File: config.mk
export PLATFORM = sky130hd
export DESIGN_NAME = debounce_scanner_flat
export DESIGN_NICKNAME = d
export VERILOG_FILES = /design/src/rtl/debounce_scanner_if.sv /design/src/rtl/debounce_scanner.sv /design/src/flat_wrapper.sv
export SDC_FILE = /design/constraint.sdc
export NUM_CORES = 1
export LEC_CHECK = 0
export CAP_MARGIN = 30
export CORE_MARGIN = 3
export CORE_UTILIZATION = 55
export CTS_BUF_LIST = sky130_fd_sc_hd__clkbuf_8 sky130_fd_sc_hd__clkbuf_16
export DETAILED_ROUTE_END_ITERATION = 12
export GPL_TIMING_DRIVEN = 1
export PLACE_DENSITY = 0.86
export SYNTH_ARGS = -nofsm -noshare
export SYNTH_HDL_FRONTEND = slang
export SYNTH_SLANG_ARGS = --single-unit
File: constraint.sdc
create_clock -name CLK50MHZ -period 2.42 [get_ports CLK50MHZ]
set_clock_uncertainty 0.2 [all_clocks]
set_input_delay 0.363 -clock CLK50MHZ [delete_from_list [all_inputs] [get_ports CLK50MHZ]]
set_output_delay 0.363 -clock CLK50MHZ [all_outputs]
set_load 0.005 [all_outputs]
File: src/rtl/debounce_scanner_if.sv
// Button bank interface: raw levels in, debounced levels and edge pulses out.
interface debounce_scanner_if #(
  parameter int unsigned N_BTN = 4
);
  logic [N_BTN-1:0] in;
  logic [N_BTN-1:0] level;
  logic [N_BTN-1:0] out;
  logic [N_BTN-1:0] rel;
  logic             busy;

  modport master (output in, input level, out, rel, busy);
  modport slave  (input in, output level, out, rel, busy);
endinterface

File: src/rtl/debounce_scanner.sv
// Round-robin debouncer: one stability counter shared by all buttons, granted to one
// pending input at a time.
module debounce_scanner #(
  parameter int unsigned N_BTN = 4,
  parameter int unsigned N     = 10000000
) (
  input  logic              CLK50MHZ,
  input  logic              RST,
  debounce_scanner_if.slave bus
);

  localparam int unsigned IdxW = (N_BTN > 1) ? $clog2(N_BTN) : 1;
  localparam int unsigned CntW = $clog2(N + 1);
  localparam logic [CntW-1:0] CntMax = CntW'(N);

  typedef enum logic [0:0] {StIdle, StCount} state_e;

  state_e           state_q, state_d;
  logic [IdxW-1:0]  idx_q, idx_d;
  logic [IdxW-1:0]  ptr_q, ptr_d;
  logic [CntW-1:0]  counter_q, counter_d;
  logic [N_BTN-1:0] level_q, level_d;
  logic [N_BTN-1:0] out_q, out_d;
  logic [N_BTN-1:0] rel_q, rel_d;
  logic [N_BTN-1:0] sync1_q, sync_q;

  logic [N_BTN-1:0] pending;
  logic             found;
  int unsigned      cand;
  logic [IdxW-1:0]  grant_idx, grant_nxt;

  assign pending = sync_q ^ level_q;

  // First pending bit at or after ptr, wrapping around the bank.
  always_comb begin
    found = 1'b0;
    cand  = 0;
    for (int unsigned k = 0; k < N_BTN; k++) begin
      if (!found && pending[(int'(ptr_q) + k) % N_BTN]) begin
        found = 1'b1;
        cand  = (int'(ptr_q) + k) % N_BTN;
      end
    end
    grant_idx = IdxW'(cand);
    grant_nxt = IdxW'((cand + 1) % N_BTN);
  end

  always_comb begin
    state_d   = state_q;
    idx_d     = idx_q;
    ptr_d     = ptr_q;
    counter_d = counter_q;
    level_d   = level_q;
    out_d     = '0;
    rel_d     = '0;
    case (state_q)
      StIdle: begin
        if (found) begin
          idx_d     = grant_idx;
          ptr_d     = grant_nxt;
          counter_d = '0;
          state_d   = StCount;
        end
      end
      StCount: begin
        if (!pending[idx_q]) begin
          // Bounced back to the debounced level: drop the window silently.
          counter_d = '0;
          state_d   = StIdle;
        end else if (counter_q == CntMax) begin
          level_d[idx_q] = sync_q[idx_q];
          if (sync_q[idx_q]) begin
            out_d[idx_q] = 1'b1;
          end else begin
            rel_d[idx_q] = 1'b1;
          end
          counter_d = '0;
          state_d   = StIdle;
        end else begin
          counter_d = counter_q + 1'b1;
        end
      end
      default: state_d = StIdle;
    endcase
  end

  always_ff @(posedge CLK50MHZ) begin
    if (RST) begin
      state_q   <= StIdle;
      idx_q     <= '0;
      ptr_q     <= '0;
      counter_q <= '0;
      level_q   <= '0;
      out_q     <= '0;
      rel_q     <= '0;
      sync1_q   <= '0;
      sync_q    <= '0;
    end else begin
      state_q   <= state_d;
      idx_q     <= idx_d;
      ptr_q     <= ptr_d;
      counter_q <= counter_d;
      level_q   <= level_d;
      out_q     <= out_d;
      rel_q     <= rel_d;
      sync1_q   <= bus.in;
      sync_q    <= sync1_q;
    end
  end

  assign bus.level = level_q;
  assign bus.out   = out_q;
  assign bus.rel   = rel_q;
  assign bus.busy  = (state_q == StCount);

endmodule

File: src/flat_wrapper.sv
// flat-port wrapper written by rule: the top's interface ports become plain ports
module debounce_scanner_flat 
#(
  parameter int unsigned N_BTN = 4,
  parameter int unsigned N     = 10000000
)
  (CLK50MHZ, RST, bus_in, bus_level, bus_out, bus_rel, bus_busy);
  debounce_scanner_if #(.N_BTN(N_BTN)) bus_i ();
  input  logic CLK50MHZ;
  input  logic RST;
  input wire logic [$bits(bus_i.in)-1:0] bus_in;
  output wire logic [$bits(bus_i.level)-1:0] bus_level;
  output wire logic [$bits(bus_i.out)-1:0] bus_out;
  output wire logic [$bits(bus_i.rel)-1:0] bus_rel;
  output wire logic [$bits(bus_i.busy)-1:0] bus_busy;
  assign bus_i.in = bus_in;
  assign bus_level = bus_i.level;
  assign bus_out = bus_i.out;
  assign bus_rel = bus_i.rel;
  assign bus_busy = bus_i.busy;
  debounce_scanner #(.N_BTN(N_BTN), .N(N)) u_core (.CLK50MHZ(CLK50MHZ), .RST(RST), .bus(bus_i));
endmodule
==> results.txt, run 1 <==
----------------------------------------------------
[Status]
  Status ... completed

[Yosys]
  Arithmetic-cell share of the synthesized area counting full adders, half adders and majority gates ... 0.00996
  Fraction of the yosys area taken by sequential cells ... 0.390
  Mux contribution to synthesized area ... 0.0289
  Async SR Flop Fraction ... 0
  Warning count from the yosys run ... 0
  Post-Synthesis Cells ... 277
  Xor/xnor share of the synthesized area ... 0.104
  Simple-gate portion of the synthesized area ... 0.274
  Post-synth top flop ... dfxtp_1
  Number of flops mapped to enable cells by yosys ... 0
  Post-Syn Area ... 2510 um^2
  Synth Area in Compound Gates ... 0.145
  Flop and latch count out of synthesis ... 49
  Mapped Nets ... 285
  Average instance area after synthesis ... 9.07 um^2
  Netlist cell types ... 48
  Largest family of logic cells by synthesized area ... simple AND/OR/NAND/NOR gates

[Clocking]
  PostCTS Resize Cnt ... 0
  Buffer count from post-CTS setup fixing ... 0
  Maximum level of the CTS H-tree ... 2
  Hold bufs inserted after CTS ... 0
  Root Driver ... clkbuf_8
  Inserted Clock Buffers ... 5
  Clock Latency Late Sink ... 0.30 ns
  Clock transition at the register clock pins on the worst setup and hold paths after CTS ... 0.09 ns
  Clk buf depth ... 2
  CTS tree ... yes
  Clk sink count ... 49

[Pwr]
  Leak Pwr ... 1.01 nW
  Power density normalized to cell area ... 535 nW/um^2
  Sequential share of power ... 0.556
  Clock share of power ... 0.316
  Switching share of power ... 0.276
  Power dissipated by switching net loads ... 0.000425 W
  Cell-internal power ... 0.00111 W
  Total Power Consumption ... 0.00154 W
  Logic pwr share ... 0.127
  Peak supply drop ... 360 uV

[STA]
  Max Clock Freq ... 0.449 GHz
  Final period util ... 0.921
  Final-layout setup total negative slack ... 0 ns
  PnR worst setup slack ... 0.191 ns
  Setup violations, final ... 0
  Max Slew Vio Count ... 0
  Max-slew headroom at the worst pin ... 0.719
  Slew at the pin closest to its max-slew limit ... 0.419 ns
  Number of hold violations in the final report ... 0
  Final worst path period need ... 2.23 ns
  Setup repair after global routing missed its margin ... no

[GRT]
  Number of global-route vias before repair ... 2029
  Final global-route overflow total ... 0
  First-pass GRT wire length ... 9280 um
  All-Layer GR Usage ... 0.218
  Global-route track usage on met2 ... 0.353
  Global routing usage on met1 ... 0.280
  Global-route track usage on met3 ... 0.0451
  Busiest grt layer ... met2
  Largest net degree at the start of global routing ... 25
  Initial antenna violation count ... 0

[Flow run]
  Max-capacitance violation count ... 0

[Floorplan]
  CORE AREA ... 4200 um^2
  Initial standard-cell utilization of the core ... 0.598
  Die X ... 73.6 um
  Number of primary I/O pins ... 19
  Y dimension of the die ... 73.6 um
  Die area ... 5410 um^2
  Row count ... 23

[Worst hold path]
  Tightest Hold Check Type ... reg2reg
  Count of cells along the worst hold path ... 1

[Route]
  Final routed wire length divided by cell count ... 15.5 um
  Total length of routed wires ... 5400 um
  DRC violation count after routing ... 0
  Number of vias in the routed layout ... 2150
  Count of nets left with antenna violations after detail routing ... 0
  Vias per std cell ... 6.16
  First-pass iteration count of the detailed router ... 5
  Detailed Route Iter0 Violations ... 264

[Worst setup path]
  CP Data Arrival Time ... 2.22 ns
  Crit path capture type ... register
  Startpoint class of the critical path ... register
  Critical path class ... reg2reg
  Worst R2R Path Depth ... 6
  Required time worst endpoint ... 2.41 ns
  Maximum fanout count along the critical path ... 24

[Place]
  DP Wirelength ... 3760 um
  Last weighted congestion value of the routability-driven placer ... 0.985
  Pre-CTS setup slack ... 0.225 ns
  I/O Buffers ... 18

[Final layout]
  Area growth from synthesis to final layout ... 14.6%
  Total Nets Final ... 306
  Diode count ... 0
  Proportion of layout cells with a drive suffix above 1 ... 0.120

----------------------------------------------------
critical path, cell delays in order (launching register included):
cell and delay [ns]:
dfxtp_1 0.44, or4bb_1 0.54, nor4_2 0.29, nand2_1 0.18
a21boi_4 0.21, buf_12 0.18, nor3_1 0.07
through the flow:
| step | util | instances | hold WS [ns] | area, um^2 |
|---|---|---|---|---|
| 5_1_grt | 0.686 | 349 | 0.264 | 2880 |
| 4_1_cts | 0.686 | 349 | 0.259 | 2880 |
| 3_5_place_dp | 0.664 | 341 | 0.243 | 2790 |
| 3_3_place_gp | 0.664 | 341 | 0.217 | 2790 |
| 2_1_floorplan | - | 277 | 0.214 | 2510 |
| 6_report | 0.686 | 349 | 0.260 | 2880 |
power by group through the flow:
stage	clock network, W	logic, W	registers, W
2_1_floorplan	0	0.000157	0.000852
3_3_place_gp	0	0.000187	0.000872
3_5_place_dp	0	0.000192	0.000873
4_1_cts	0.000496	0.000194	0.000855
5_1_grt	0.000525	0.000216	0.000860
6_report	0.000487	0.000196	0.000856
cells in the mapped netlist (4+ instances only):
| master | number | share of area |
|---|---|---|
| nor4_1 | 4 | 0.010 |
| o22ai_1 | 4 | 0.010 |
| nor3_1 | 33 | 0.066 |
| nand2_1 | 4 | 0.0060 |
| xnor2_1 | 4 | 0.014 |
| nand3_1 | 5 | 0.010 |
| inv_1 | 4 | 0.0060 |
| nor2_1 | 16 | 0.024 |
| xor2_1 | 24 | 0.084 |
| nand2b_1 | 10 | 0.025 |
| mux2i_1 | 5 | 0.020 |
| dfxtp_1 | 49 | 0.39 |
| nand4_1 | 10 | 0.025 |
| clkbuf_1 | 14 | 0.021 |
| nor2b_1 | 8 | 0.020 |
| and3_1 | 6 | 0.015 |
| a21oi_1 | 9 | 0.018 |
| o21ai_0 | 13 | 0.026 |
| o211ai_1 | 7 | 0.021 |
| o2111ai_1 | 10 | 0.035 |
registers in the layout, summed over array words and instances (netlist names), named ones only:
register          flops
u_core.bus.busy       1
u_core.bus.level      4
u_core.bus.out        4
u_core.bus.rel        4
u_core.counter_q     24
u_core.idx_q          2
u_core.ptr_q          1
u_core.sync1_q        4
u_core.sync_q         4
placed cells by master (no fill, tap or decap), types with 5 or more instances in the layout:
master           synthesis  layout
buf_4                    0      16
dfxtp_1                 49      49
nand3_1                  5       5
o211ai_1                 7       7
o21ai_0                 13      13
nand4_1                 10      10
mux2i_1                  5       5
clkdlybuf4s50_1          0      18
o2111ai_1               10      10
nand2b_1                10      10
clkbuf_8                 0       5
and3_1                   6       6
nor2b_1                  8       8
nor3_1                  33      33
xor2_1                  24      24
a21oi_1                  9       9
nor2_1                  16      16
area by class of cell:
class,instances,area [um^2]
multi-input cells,203,1410
fillers,342,1320
flip-flops and latches,49,981
repair buffers,35,320
clock buffers,5,68.8
well taps,50,62.6
clock inverters,3,21.3
inverters,4,15.0
worst paths after layout:
check	start	endpoint	slack (ns)
worst max-delay path	u_core.counter_q[10]	u_core.counter_q[4]	0.19
worst max register to register	u_core.counter_q[10]	u_core.counter_q[4]	0.19
worst min register to register	u_core.sync1_q[1]	u_core.sync_q[1]	0.26
worst min-delay path	u_core.sync1_q[1]	u_core.sync_q[1]	0.26
cells by family after synthesis:
kind of cell / after synthesis
buf+inv: 25
compound gates: 52
fa+ha+maj: 2
simple gates: 114
flops: 49
xor+xnor: 29
mux: 6
routing by layer:
layer  vias to the layer above  wire (um)
met1                      1013       2390
li1                       1059          -
met3                         9        296
met5                         -          0
met4                         0         81
met2                        69       2620
No activity file was read; power rests on OpenSTA's default activity.
==> run 2, diff against run 1 <==
HOLD_SLACK_MARGIN = 0.02   (was default)
==> results of run 2 <==
Same layout as run 1: the final DEF is identical, and so are final timing and power.
==> run 3, diff against run 2 <==
CAP_MARGIN = 20   (was 30)
CTS_CLUSTER_SIZE = 24   (was default)
PLACE_DENSITY = default   (was 0.86)
PLACE_DENSITY_LB_ADDON = 0.3   (was default)
==> run 3 against run 2 <==
Net effect: global-route usage decreased by 1.2 points; critical endpoint is now u_core.bus.level[1]; largest power group unchanged; die area did not move; sequential share of layout area increased by 0.28 points; sequential power is essentially flat; critical path depth shrank 1; combinational power is 3% lower; utilization fell by 0.57 points; flip-flop and latch count did not move; hold slack got worse by 0.020 ns; via count shrank 0.14%; clock-buffer cell count unchanged; power shrank 2.9%.
==> results.txt, run 3 (synthesis gave the netlist of run 1 again) <==
----------------------------------------------------
[Status]
  Status ... completed

[STA]
  Final-layout setup total negative slack ... 0 ns
  Final worst path period need ... 2.26 ns
  Final period util ... 0.932
  Setup repair after global routing missed its margin ... no
  Setup violations, final ... 0
  PnR worst setup slack ... 0.164 ns
  Max Slew Vio Count ... 0
  Max Clock Freq ... 0.443 GHz
  Max-slew headroom at the worst pin ... 0.705
  Slew at the pin closest to its max-slew limit ... 0.441 ns
  Number of hold violations in the final report ... 0

[Floorplan]
  CORE AREA ... 4200 um^2
  Initial standard-cell utilization of the core ... 0.598
  Y dimension of the die ... 73.6 um
  Row count ... 23
  Die area ... 5410 um^2
  Number of primary I/O pins ... 19
  Die X ... 73.6 um

[Pwr]
  Total Power Consumption ... 0.00149 W
  Power density normalized to cell area ... 523 nW/um^2
  Leak Pwr ... 0.997 nW
  Peak supply drop ... 428 uV

[Worst setup path]
  Startpoint class of the critical path ... register
  Maximum fanout count along the critical path ... 6
  Worst R2R Path Depth ... 5
  CP Data Arrival Time ... 2.29 ns
  Critical path class ... reg2reg
  Crit Reg-Reg Endpoint ... u_core.bus.level[1]
  Crit path capture type ... register
  Required time worst endpoint ... 2.45 ns
  R2r setup slk ... 0.16 ns
  Origin of the critical flop-to-flop path ... u_core.counter_q[4]

[Final layout]
  Diode count ... 0
  Post-route cell area ... 2860 um^2
  Most common library cell in the layout ignoring fill and taps ... dfxtp_1
  Largest reg by FF count ... u_core.counter_q
  Area used by multi-input combinational logic ... 1420 um^2
  Final standard cell utilization of the core ... 0.680
  Area taken by flip-flops and latches ... 981 um^2
  Commonest cells after routing, fill and taps aside ... dfxtp_1 (49), nor3_1 (32), xor2_1 (24), clkdlybuf4s50_1 (18), nor2_1 (16)
  Flip-flop count of the largest register after layout ... 24
  Filler instances ... 350
  Total Nets Final ... 303
  Proportion of layout cells with a drive suffix above 1 ... 0.108
  Area growth from synthesis to final layout ... 13.7%

[Worst hold path]
  Min-delay src ... u_core.sync1_q[1]
  Tightest Hold Check Type ... reg2reg
  Hold-critical path endpoint ... u_core.sync_q[1]
  Count of cells along the worst hold path ... 1

[Route]
  Vias per std cell ... 6.21
  DRC violation count after routing ... 0
  First-pass iteration count of the detailed router ... 5
  Final routed wire length divided by cell count ... 15.1 um
  Number of vias in the routed layout ... 2147
  Detailed Route Iter0 Violations ... 342
  Total length of routed wires ... 5230 um
  Count of nets left with antenna violations after detail routing ... 0

[Clocking]
  Clock Latency Late Sink ... 0.29 ns
  Clock transition at the register clock pins on the worst setup and hold paths after CTS ... 0.09 ns
  Maximum level of the CTS H-tree ... 2
  Clk buf depth ... 2
  Root Driver ... clkbuf_8
  CTS tree ... yes
  Clk sink count ... 49
  Inserted Clock Buffers ... 5

[GRT]
  Initial antenna violation count ... 0
  Largest net degree at the start of global routing ... 25
  Final global-route overflow total ... 0
  Number of global-route vias before repair ... 1828
  First-pass GRT wire length ... 8750 um
  All-Layer GR Usage ... 0.206

[Flow run]
  Max-capacitance violation count ... 0

[Place]
  Last weighted congestion value of the routability-driven placer ... 0.880
  DP Area ... 2770 um^2
  I/O Buffers ... 18
  Pre-CTS setup slack ... 0.187 ns
  DP Wirelength ... 3620 um

----------------------------------------------------
run 3: cell types whose count changed in the layout (fill, tap and decap cells not counted), sizes merged:
cell,previous run,this run
buf,17,14
inv,5,6
clkinv,1,0
run 3: cell type report:
type	count	share of cell area
Clock buffer	5	0.0241
Clock inverter	3	0.00526
Inverter	4	0.00526
Multi-Input combinational cell	203	0.496
Sequential cell	49	0.343
Tap cell	50	0.0219
Timing Repair Buffer	32	0.104
run 3: power breakdown:
group	internal, W	switching (W)	leakage [nW]
sequential	0.000824	0.0000318	0.397
combinational	0.0000818	0.000108	0.553
clock	0.000196	0.000253	0.0467
total	0.00110	0.000393	0.997
run 3: worst max path at each step:
stage                      endpoint  cells past startpoint  slack (ns)                 from
2_1_floorplan  u_core.counter_q[11]                      6        0.31  u_core.counter_q[3]
3_3_place_gp    u_core.bus.level[2]                      5        0.22  u_core.counter_q[4]
3_5_place_dp    u_core.bus.level[2]                      5        0.19  u_core.counter_q[4]
4_1_cts         u_core.bus.level[2]                      5        0.17  u_core.counter_q[4]
5_1_grt         u_core.bus.level[1]                      5        0.02  u_core.counter_q[4]
6_report        u_core.bus.level[1]                      5        0.16  u_core.counter_q[4]
run 3: routing by layer:
metal | up-vias | part of all wire | GRT usage | wire length (um)
met5 | - | 0 | 0 | 0
met4 | 0 | 0.017 | 0.0624 | 91
met3 | 12 | 0.069 | 0.0369 | 363
met2 | 93 | 0.45 | 0.312 | 2350
met1 | 984 | 0.46 | 0.296 | 2430
li1 | 1058 | - | - | -
run 3: metrics by stage:
step                      instances  hold slack, ns
final                           346           0.240
after global routing            346           0.259
after CTS                       346           0.249
after detailed placement        338           0.228
after global placement          338           0.217
after floorplan                 277           0.214
run 3: timing repair:
action                     in CTS  in global routing
hold buffers                    0                  0
setup endpoints to repair       0                  1
buffers inserted                0                  0
gates resized for setup         0                  1
run 3: worst max-delay path, stage by stage (launching register included):
cell and delay (ns):
dfxtp_1 0.38, or4_1 0.55, nor4_2 0.35, nand3_1 0.23
nor3_1 0.28, mux2i_1 0.20
